## src/rtl/lcd_text_streamer.sv

```systemverilog
// lcd_text_streamer: writable ROWS x COLS character buffer streamed to a
// character LCD as repeated frames, each row preceded by a set-address command.
module lcd_text_streamer #(
    parameter int         ROWS      = 2,
    parameter int         COLS      = 16,
    parameter int         SETUP_CYC = 1,
    parameter int         EN_CYC    = 2,
    parameter int         HOLD_CYC  = 1,
    parameter int         RST_CYC   = 8,
    parameter int         GAP_CYC   = 4,
    parameter logic [7:0] FILL_CHAR = 8'h00,
    localparam int        NCHARS    = ROWS * COLS,
    localparam int        AW        = (NCHARS > 1) ? $clog2(NCHARS) : 1
) (
    input  logic          clk,
    input  logic          rst_n,
    input  logic          refresh_en,
    input  logic          wr_en,
    input  logic [AW-1:0] wr_addr,
    input  logic [7:0]    wr_data,
    output logic          busy,
    output logic          frame_done,
    output logic          lcd_en,
    output logic          lcd_rs,
    output logic          lcd_rw,
    output logic [7:0]    lcd_db,
    output logic          lcd_rst
);

    localparam int XFER_CYC = SETUP_CYC + EN_CYC + HOLD_CYC;
    localparam int CNT_MAX0 = (XFER_CYC - 1 > RST_CYC) ? XFER_CYC - 1 : RST_CYC;
    localparam int CNT_MAX  = (GAP_CYC > CNT_MAX0) ? GAP_CYC : CNT_MAX0;
    localparam int CW       = $clog2(CNT_MAX + 1);
    localparam int RW       = (ROWS > 1) ? $clog2(ROWS) : 1;
    localparam int CLW      = (COLS > 1) ? $clog2(COLS) : 1;

    localparam logic [CW-1:0]  XFER_LAST = CW'(XFER_CYC - 1);
    localparam logic [CW-1:0]  EN_FIRST  = CW'(SETUP_CYC);
    localparam logic [CW-1:0]  EN_END    = CW'(SETUP_CYC + EN_CYC);
    localparam logic [CW-1:0]  RST_LAST  = CW'(RST_CYC);
    localparam logic [CW-1:0]  GAP_LAST  = CW'((GAP_CYC > 0) ? GAP_CYC - 1 : 0);
    localparam logic [RW-1:0]  ROW_LAST  = RW'(ROWS - 1);
    localparam logic [CLW-1:0] COL_LAST  = CLW'(COLS - 1);

    typedef enum logic [2:0] {
        RST_WAIT,
        IDLE,
        CMD,
        DATA,
        GAP
    } state_t;

    state_t         state, state_nx;
    logic [CW-1:0]  cnt, cnt_nx;
    logic [RW-1:0]  row, row_nx;
    logic [CLW-1:0] col, col_nx;
    logic           busy_nx, done_nx, en_nx, rs_nx, lcd_rst_nx, load_char;
    logic [7:0]     db_nx;
    logic [7:0]     text_mem [NCHARS];

    // Set-DDRAM-address command for the start of a row
    function automatic logic [7:0] row_cmd(input logic [RW-1:0] r);
        logic [1:0] r2;
        logic [7:0] cmd;
        r2 = 2'(r);
        case (r2)
            2'd0:    cmd = 8'h80;
            2'd1:    cmd = 8'hC0;
            2'd2:    cmd = 8'h94;
            default: cmd = 8'hD4;
        endcase
        return cmd;
    endfunction

    assign lcd_rw = 1'b0;

    // Text buffer: reset to fill glyph, host writes accepted in every state
    always_ff @(posedge clk or negedge rst_n) begin
        if (!rst_n) begin
            for (int unsigned i = 0; i < NCHARS; i++) begin
                text_mem[AW'(i)] <= FILL_CHAR;
            end
        end else if (wr_en && (32'(wr_addr) < 32'(NCHARS))) begin
            text_mem[wr_addr] <= wr_data;
        end
    end

    // State, counters and registered pin values
    always_ff @(posedge clk or negedge rst_n) begin
        if (!rst_n) begin
            state      <= RST_WAIT;
            cnt        <= '0;
            row        <= '0;
            col        <= '0;
            busy       <= 1'b0;
            frame_done <= 1'b0;
            lcd_en     <= 1'b0;
            lcd_rs     <= 1'b0;
            lcd_db     <= '0;
            lcd_rst    <= 1'b0;
        end else begin
            state      <= state_nx;
            cnt        <= cnt_nx;
            row        <= row_nx;
            col        <= col_nx;
            busy       <= busy_nx;
            frame_done <= done_nx;
            lcd_en     <= en_nx;
            lcd_rs     <= rs_nx;
            lcd_db     <= db_nx;
            lcd_rst    <= lcd_rst_nx;
        end
    end

    // Next state; pin values are derived from the next state so every pin is a flop.
    // The buffer read happens on the edge that opens a transfer's setup phase,
    // so a write committing on that same edge is seen only in the next frame.
    always_comb begin
        state_nx   = state;
        cnt_nx     = cnt;
        row_nx     = row;
        col_nx     = col;
        busy_nx    = busy;
        rs_nx      = lcd_rs;
        db_nx      = lcd_db;
        lcd_rst_nx = lcd_rst;
        load_char  = 1'b0;
        case (state)
            RST_WAIT: begin
                if (cnt == RST_LAST) begin
                    state_nx   = IDLE;
                    cnt_nx     = '0;
                    lcd_rst_nx = 1'b1;
                end else begin
                    cnt_nx = cnt + 1'b1;
                end
            end
            IDLE: begin
                busy_nx = 1'b0;
                if (refresh_en) begin
                    state_nx = CMD;
                    cnt_nx   = '0;
                    row_nx   = '0;
                    col_nx   = '0;
                    busy_nx  = 1'b1;
                    rs_nx    = 1'b0;
                    db_nx    = row_cmd('0);
                end
            end
            CMD, DATA: begin
                if (cnt != XFER_LAST) begin
                    cnt_nx = cnt + 1'b1;
                end else begin
                    cnt_nx = '0;
                    if (state == CMD) begin
                        state_nx  = DATA;
                        col_nx    = '0;
                        rs_nx     = 1'b1;
                        load_char = 1'b1;
                    end else if (col != COL_LAST) begin
                        col_nx    = col + 1'b1;
                        load_char = 1'b1;
                    end else if (row != ROW_LAST) begin
                        state_nx = CMD;
                        row_nx   = row + 1'b1;
                        rs_nx    = 1'b0;
                        db_nx    = row_cmd(row + 1'b1);
                    end else begin
                        state_nx = (GAP_CYC > 0) ? GAP : IDLE;
                        busy_nx  = 1'b0;
                        rs_nx    = 1'b0;
                        db_nx    = '0;
                    end
                end
            end
            GAP: begin
                if (cnt == GAP_LAST) begin
                    state_nx = IDLE;
                    cnt_nx   = '0;
                end else begin
                    cnt_nx = cnt + 1'b1;
                end
            end
            default: state_nx = RST_WAIT;
        endcase
        if (load_char) begin
            db_nx = text_mem[AW'(32'(row_nx) * COLS + 32'(col_nx))];
        end
        en_nx   = ((state_nx == CMD) || (state_nx == DATA)) &&
                  (cnt_nx >= EN_FIRST) && (cnt_nx < EN_END);
        done_nx = (state_nx == DATA) && (row_nx == ROW_LAST) &&
                  (col_nx == COL_LAST) && (cnt_nx == XFER_LAST);
    end

endmodule
```

## config.mk

```make
export PLATFORM = sky130hd
export DESIGN_NAME = lcd_text_streamer
export DESIGN_NICKNAME = d
export VERILOG_FILES = /design/src/rtl/lcd_text_streamer.sv
export SDC_FILE = /design/constraint.sdc
export NUM_CORES = 1
export LEC_CHECK = 0
export ABC_AREA = 1
export BUFFER_PORTS_ARGS = -buffer_cell sky130_fd_sc_hd__buf_4
export CORE_ASPECT_RATIO = 1.5
export CORE_MARGIN = 2
export CORE_UTILIZATION = 40
export CTS_CLUSTER_DIAMETER = 30
export DETAILED_ROUTE_END_ITERATION = 10
export PLACE_DENSITY = 0.52
export SLEW_MARGIN = 20
export SYNTH_ARGS = -nofsm -noshare
export SYNTH_HDL_FRONTEND = slang
export SYNTH_SLANG_ARGS = --single-unit
```

## constraint.sdc

```tcl
create_clock -name clk -period 3.24 [get_ports clk]
set_input_delay 0.324 -clock clk [delete_from_list [all_inputs] [get_ports clk]]
set_output_delay 0.324 -clock clk [all_outputs]
set_load 0.005 [all_outputs]
```

==> results of run 1 <==
[cells in the mapped netlist, types with 3 or more instances]
cell        n  area [sq um]
nor2_1     26          97.6
buf_4      10          75.1
nor3_1     11          55.1
ha_1        3          37.5
o21ai_0   254          1270
nand2_1   599          2250
o21ai_1     6          30.0
nand4_1    17           106
nor2_2      3          18.8
nor4_1      4          25.0
nand2_2     4          25.0
a21oi_1    23           115
buf_2      21           105
nand3_1   225          1130
dfrtp_1   281          7030
clkbuf_1   65           244
inv_2      12          45.0
buf_6       9           101
inv_1      61           229
nand2_4     3          33.8
buf_1       4          15.0
o22ai_1     3          18.8
[where the power goes]
| part | internal [uW] | total, uW | switching (uW) |
|---|---|---|---|
| registers | 4240 | 4690 | 447 |
| clock network | 4050 | 5920 | 1870 |
| logic | 1710 | 5420 | 3710 |
[worst register-to-register path, cell delays in order, from the launching register on]
cell	delay (ns)
dfrtp_1	0.41
ha_1	0.26
nand2_1	0.14
nor2_4	0.06
nand2_1	0.09
nand2_2	0.11
nand2_4	0.22
nand3_4	0.15
clkinv_2	0.10
buf_4	0.42
nand2_1	0.13
nand3_1	0.13
nand3_1	0.10
nand3_1	0.19
nand2_1	0.07
nand2_1	0.05
nand2_1	0.05
o21ai_1	0.15
[per-layer routing]
metal | global-route usage, % | vias up | wire [um]
met4 | 11.0 | 0 | 1730
li1 | - | 5482 | -
met2 | 42.5 | 283 | 20800
met5 | 0 | - | 0
met3 | 3.46 | 94 | 1690
met1 | 30.8 | 5426 | 17100
[kinds of logic (layout without fill, tap and decap cells)]
group | Yosys count | count (layout) | share of synthesized area (%)
AOI/OAI and AO/OA | 293 | 293 | 11.4
other | 1 | 1 | 0.0284
DFF | 281 | 281 | 53.2
adders and majority gates | 3 | 3 | 0.284
buffers and inverters | 182 | 238 | 6.17
and+or+nand+nor | 899 | 899 | 28.9
[worst paths after layout]
kind / depth (start not counted) / endpoint / slack (ns) / startpoint
hold reg to reg: 2 / lcd_rst$_DFFE_PN0P_ / 0.46 / lcd_rst$_DFFE_PN0P_
setup / recovery: 17 / lcd_db[0]$_DFFE_PN0P_ / 0.35 / col[0]$_DFF_PN0_
min in group asynchronous: 2 / lcd_en$_DFF_PN0_ / 0.34 / rst_n
max in group asynchronous: 3 / text_mem[60]$_DFFE_PN0P_ / 2.05 / rst_n
setup reg to reg: 17 / lcd_db[0]$_DFFE_PN0P_ / 0.35 / col[0]$_DFF_PN0_
hold / removal: 3 / text_mem[71]$_DFFE_PN0P_ / 0.03 / wr_data[7]
[through the flow]
step	util, %	hold slack (ns)	instance area [sq um]	power (uW)	setup slack [ns]
after floorplan	-	0.0284	13200	8390	1.10
after detailed placement	42.4	0.350	13800	10200	0.384
after CTS	48.5	0.00602	15800	16200	0.359
final	48.5	0.0257	15800	16000	0.354
after global placement	42.4	0.348	13800	10200	0.374
after global routing	48.5	0.00619	15800	17000	0.0898
[layout make-up]
class,count,share of cell area (%)
multi-input cells,1196,34.1
clock inverters,22,1.79
repair buffers,65,3.81
flip-flops and latches,281,44.6
clock buffers,78,10.7
inverters,73,1.75
well taps,415,3.29
[flip-flops by register name (all words and copies together) (netlist names)]
signal / count
frame_done: 1
state: 3
lcd_rs: 1
text_mem: 256
lcd_db: 8
busy: 1
row: 1
lcd_en: 1
col: 4
lcd_rst: 1
cnt: 4
[timing repair]
| action | in CTS | in global routing |
|---|---|---|
| setup endpoints to repair | 0 | 0 |
| hold buffers | 2 | 0 |
| endpoints found under the hold margin | 64 | 0 |
[cells in the final DEF, fill, tap and decap left out, drive strengths merged]
cell	instances
o21ai	261
o22ai	3
o211ai	1
nand3	228
nor2	31
a31oi	1
a211oi	2
o32ai	1
clkinv	10
dlygate4sd3	2
dfrtp	281
ha	3
clkinvlp	6
clkbuf	78
a22oi	1
buf	63
a21oi	23
nand2	606
nand4	17
nor3	11
inv	73
conb	1
bufinv	6
nor4	4
or2	2
==> results.md, run 1 <==
* Fraction of layout cells with a size suffix above 1 at 11.3%
* DRT Wirelength at 41400 um
* Area grow syn2layout at 19.4%
* DRC viols at 0
* Distinct cells, synth at 33
* Clk_lat worst skew at 0.56 ns
* Crit path arrival time at 3.38 ns
* DP HPWL at 25500 um
* Synth Instances at 1659
* Kind of critical path: flip-flop to flip-flop
* Root Buffer Master: clkbuf_16
* Max-slew headroom at 40.0%
* Placed cell count at 2028
* Std-Cell Rows at 81
* Number of synthesized flops with an enable pin at 0
* PwrDens at 1020 mW/mm^2
* Antenna violations before repair at 0
* Crit path buffers/inverters at 2
* Fin cells at 2130
* CP max-delay cell: buf_4
* Status: complete, no violations
* Post-synth top flop: dfrtp_1
* RSZ-0062 raised after global routing: false
* DIE AREA at 0.0345 sq mm
* Cell area after synthesis at 0.0132 sq mm
* Worst setup EP type: flip-flop
* Number of DRC markers in iteration 0 at 849
* Core ar. at 0.0325 sq mm
* Register clock-pin slew on the reported worst setup and hold paths at 0.05 ns
* Seq. cell area at 0.00703 sq mm
* Yosys warns at 0
* Detailed-route via count at 11300
* Max_cap viols at 0
* GRT Overall Usage at 24.6%
* Nets at 1692
* Final-report setup violation count at 0
* CTS H-Tree Depth at 2
* Syn Nets at 1679
* Grt ovf at 0
* Worst path cell trace: ha_1 -> nand2_1 -> nor2_4 -> nand2_1 -> nand2_2 -> nand2_4 -> nand3_4 -> clkinv_2 -> buf_4 -> nand2_1 -> nand3_1 -> nand3_1 -> nand3_1 -> nand2_1 -> nand2_1 -> nand2_1 -> o21ai_1
* Die Span Y at 227 um
* Initial Utilization at 40.6%
* First-pass GRT wire length at 66000 um
* Max clock buf depth at 3
* Port Buffers at 29
* Critical path's largest stage delay at 0.42 ns
* Die Wd at 152 um
* Slew Viols, Final at 0
* CP max FO at 42
* GPL Wtd Cong at 0.845
* Buffer count from post-CTS setup fixing at 0
* CP most frequent cell: nand2_1
* Largest net degree at the start of global routing at 86
* Top delay family on crit path: simple AND/OR/NAND/NOR gates
* Worst vdd ir at 623 uV
* FMAX at 0.347 GHz
* Fillers at 3173
* Post_cts resized at 0
* DR WL/cell at 19.4 um
* Leak at 0.00743 uW
* Final hold viol count at 0
* Slew @ Worst Pin at 0.899 ns
* Post-synthesis async set-or-reset flop share at 100%
* Fin crit share at 89.1%
* Worst Hold Class: primary input to flip-flop
* Area of the multi-input gates at 0.00537 sq mm
* Drt first pass iters at 5
* Post-route setup TNS at 0 ns
* CP Launch Type: flip-flop
* Antenna-violating nets left at 0
* Synth Area per Inst at 7.96 sq um
* CTS buffer count at 55
* CTS tree: done
* Clock sink count at 281
* Ant. Diodes at 0
* #FFs+latches synth at 281
* Post-route minimum period at 2.89 ns
* Ports at 31
* Critical Path RT at 3.73 ns
* Skew final at 0.0135 ns
* Sequential fraction of the synthesis area at 53.2%
* Vias per std cell at 5.30
* Vias in the first global route at 11300
(Power assumes the default switching activity.)
==> run 2: changes to the inputs <==
- HOLD_SLACK_MARGIN: unset -> 0.06
==> run 2 against run 1 <==
Effect of this change: flip-flop and latch count unchanged; count of clock-buffer cells in the layout unchanged; non-clock buffer count increased by 1; clock skew is 0.0015 ns higher; first-iteration DRC count rose by 0.47%; clock power about the same; critical path type unchanged.
==> results.md, run 2 (synthesis gave the netlist of run 1 again) <==
* Buffer count from post-CTS setup fixing at 0 (unchanged)
* Max_cap viols at 0 (unchanged)
* Final-report setup violation count at 0 (unchanged)
* Status: complete, no violations
* GRT met1 Usage at 30.8% (about the same)
* Number of DRC markers in iteration 0 at 853 (+0.47%)
* Largest regs: text_mem x256, lcd_db x8
* Slew Viols, Final at 0 (unchanged)
* Crit path arrival time at 3.38 ns (about the same)
* Post-route cell area at 0.0158 sq mm (about the same)
* Top Usage Layer GRT: met2
* RSZ-0062 raised after global routing: false
* Area of the multi-input gates at 0.00537 sq mm (unchanged)
* Nets at 1693 (+0.059%)
* Clk_lat worst skew at 0.57 ns (about the same)
* Post_cts resized at 0 (unchanged)
* Worst vdd ir at 625 uV (+0.40%)
* DRT Wirelength at 41400 um (+0.16%)
* Vias in the first global route at 11400 (+0.18%)
* Met3 global-route usage at 3.48% (+0.019 points)
* Drt first pass iters at 7 (+2)
* Post-route setup TNS at 0 ns (unchanged)
* Register clock-pin slew on the reported worst setup and hold paths at 0.05 ns (about the same)
* CP Launch Type: flip-flop
* Leak at 0.00743 uW (about the same)
* GPL Wtd Cong at 0.845 (unchanged)
* DR WL/cell at 19.4 um (+0.11%)
* Ports at 31 (unchanged)
* Commonest non-fill, non-tap cell in the layout: nand2_1
* Placed standard-cell area at 0.0138 sq mm (unchanged)
* Largest net degree at the start of global routing at 86 (unchanged)
* Clock sink count at 281 (unchanged)
* DP HPWL at 25500 um (unchanged)
* Fin crit share at 89.0% (about the same)
* Root Buffer Master: clkbuf_16
* Grt ovf at 0 (unchanged)
* Seq. cell area at 0.00703 sq mm (unchanged)
* Max FFs per register at 256 (unchanged)
* DIE AREA at 0.0345 sq mm (unchanged)
* Critical Path RT at 3.73 ns (about the same)
* Final total power at 16000 uW (about the same)
* Area grow syn2layout at 19.5% (about the same)
* Routing usage on met2 at 42.3% (-0.20 points)
* Fraction of layout cells with a size suffix above 1 at 11.2% (about the same)
* PwrDens at 1020 mW/mm^2 (about the same)
* Antenna-violating nets left at 0 (unchanged)
* Antenna violations before repair at 0 (unchanged)
* Vias per std cell at 5.29 (about the same)
* Detailed-route via count at 11300 (-0.018%)
* Most frequent cells in the layout: 599 x nand2_1, 281 x dfrtp_1, 254 x o21ai_0, 225 x nand3_1, 61 x inv_1
* CTS tree: done
* CP max FO at 42 (unchanged)
* Max-slew headroom at 40.9% (+0.96 points)
* Port Buffers at 29 (unchanged)
* Final hold viol count at 0 (unchanged)
* Std-Cell Rows at 81 (unchanged)
* Kind of critical path: flip-flop to flip-flop
* CTS buffer count at 55 (unchanged)
* Worst setup EP type: flip-flop
* Post-route minimum period at 2.88 ns (-0.00124 ns)
* Die Span Y at 227 um (unchanged)
* Placed cell count at 2028 (unchanged)
* Ant. Diodes at 0 (unchanged)
* Initial Utilization at 40.6% (unchanged)
* Die Wd at 152 um (unchanged)
* Max clock buf depth at 3 (unchanged)
* FMAX at 0.347 GHz (about the same)
* DRC viols at 0 (unchanged)
* Worst Hold Class: primary input to flip-flop
* Top reg by flops: text_mem
* Fin cells at 2131 (+0.047%)
* Fillers at 3172 (-0.032%)
* Slew @ Worst Pin at 0.885 ns (-0.0144 ns)
* GRT Overall Usage at 24.6% (about the same)
* CTS H-Tree Depth at 2 (unchanged)
* First-pass GRT wire length at 66100 um (about the same)
* Core ar. at 0.0325 sq mm (unchanged)
* Skew final at 0.0149 ns (+0.00146 ns)
-- run 2: changes by cell type in the layout (fill, tap and decap cells not counted) --
cell,delta
dlygate4sd3_1,+1
-- run 2: worst max-delay path: stages (launching register included) --
cell and delay, ns:
dfrtp_1 0.41, ha_1 0.26, nand2_1 0.14, nor2_4 0.06
nand2_1 0.09, nand2_2 0.11, nand2_4 0.22, nand3_4 0.14
clkinv_2 0.10, buf_4 0.43, nand2_1 0.12, nand3_1 0.13
nand3_1 0.10, nand3_1 0.19, nand2_1 0.07, nand2_1 0.05
nand2_1 0.04, o21ai_1 0.15
-- run 2: what timing repair did --
action	4_1_cts	5_1_grt
hold buffers	3	0
hold endpoints to repair	67	0
setup endpoints to repair	0	0
-- run 2: through the flow --
stage / hold slack, ns / util, % / setup WS [ns]
after floorplan: 0.0284 / - / 1.10
after global placement: 0.348 / 42.4 / 0.374
after detailed placement: 0.350 / 42.4 / 0.384
after CTS: 0.213 / 48.5 / 0.359
after global routing: 0.276 / 48.5 / 0.0898
final: 0.222 / 48.5 / 0.355
-- run 2: final cells by class --
| cell class | count | area share (%) |
|---|---|---|
| well taps | 415 | 3.29 |
| multi-input cells | 1196 | 34.0 |
| repair buffers | 66 | 3.87 |
| inverters | 73 | 1.74 |
| clock inverters | 22 | 1.79 |
| flip-flops and latches | 281 | 44.6 |
| clock buffers | 78 | 10.7 |
-- run 2: path summary, 6_finish.rpt --
check                                         start                  endpoint  slack (ns)  cells past startpoint
worst max-delay path               col[0]$_DFF_PN0_     lcd_db[0]$_DFFE_PN0P_        0.36                     17
worst min-delay path                     refresh_en        state[0]$_DFF_PN0_        0.22                      4
worst max register to register     col[0]$_DFF_PN0_     lcd_db[0]$_DFFE_PN0P_        0.36                     17
worst min register to register  lcd_rst$_DFFE_PN0P_       lcd_rst$_DFFE_PN0P_        0.46                      2
max in group asynchronous                     rst_n  text_mem[60]$_DFFE_PN0P_        2.05                      3
min in group asynchronous                     rst_n          lcd_en$_DFF_PN0_        0.34                      2
-- run 2: per-layer routing --
metal	routed length (um)	vias up
li1	-	5487
met1	17200	5424
met2	20700	274
met3	1720	98
met4	1830	0
met5	0	-
-- run 2: where the power goes --
group,internal (uW),switching [uW]
Combinational,1710,3720
Clock,4050,1870
Sequential,4240,447
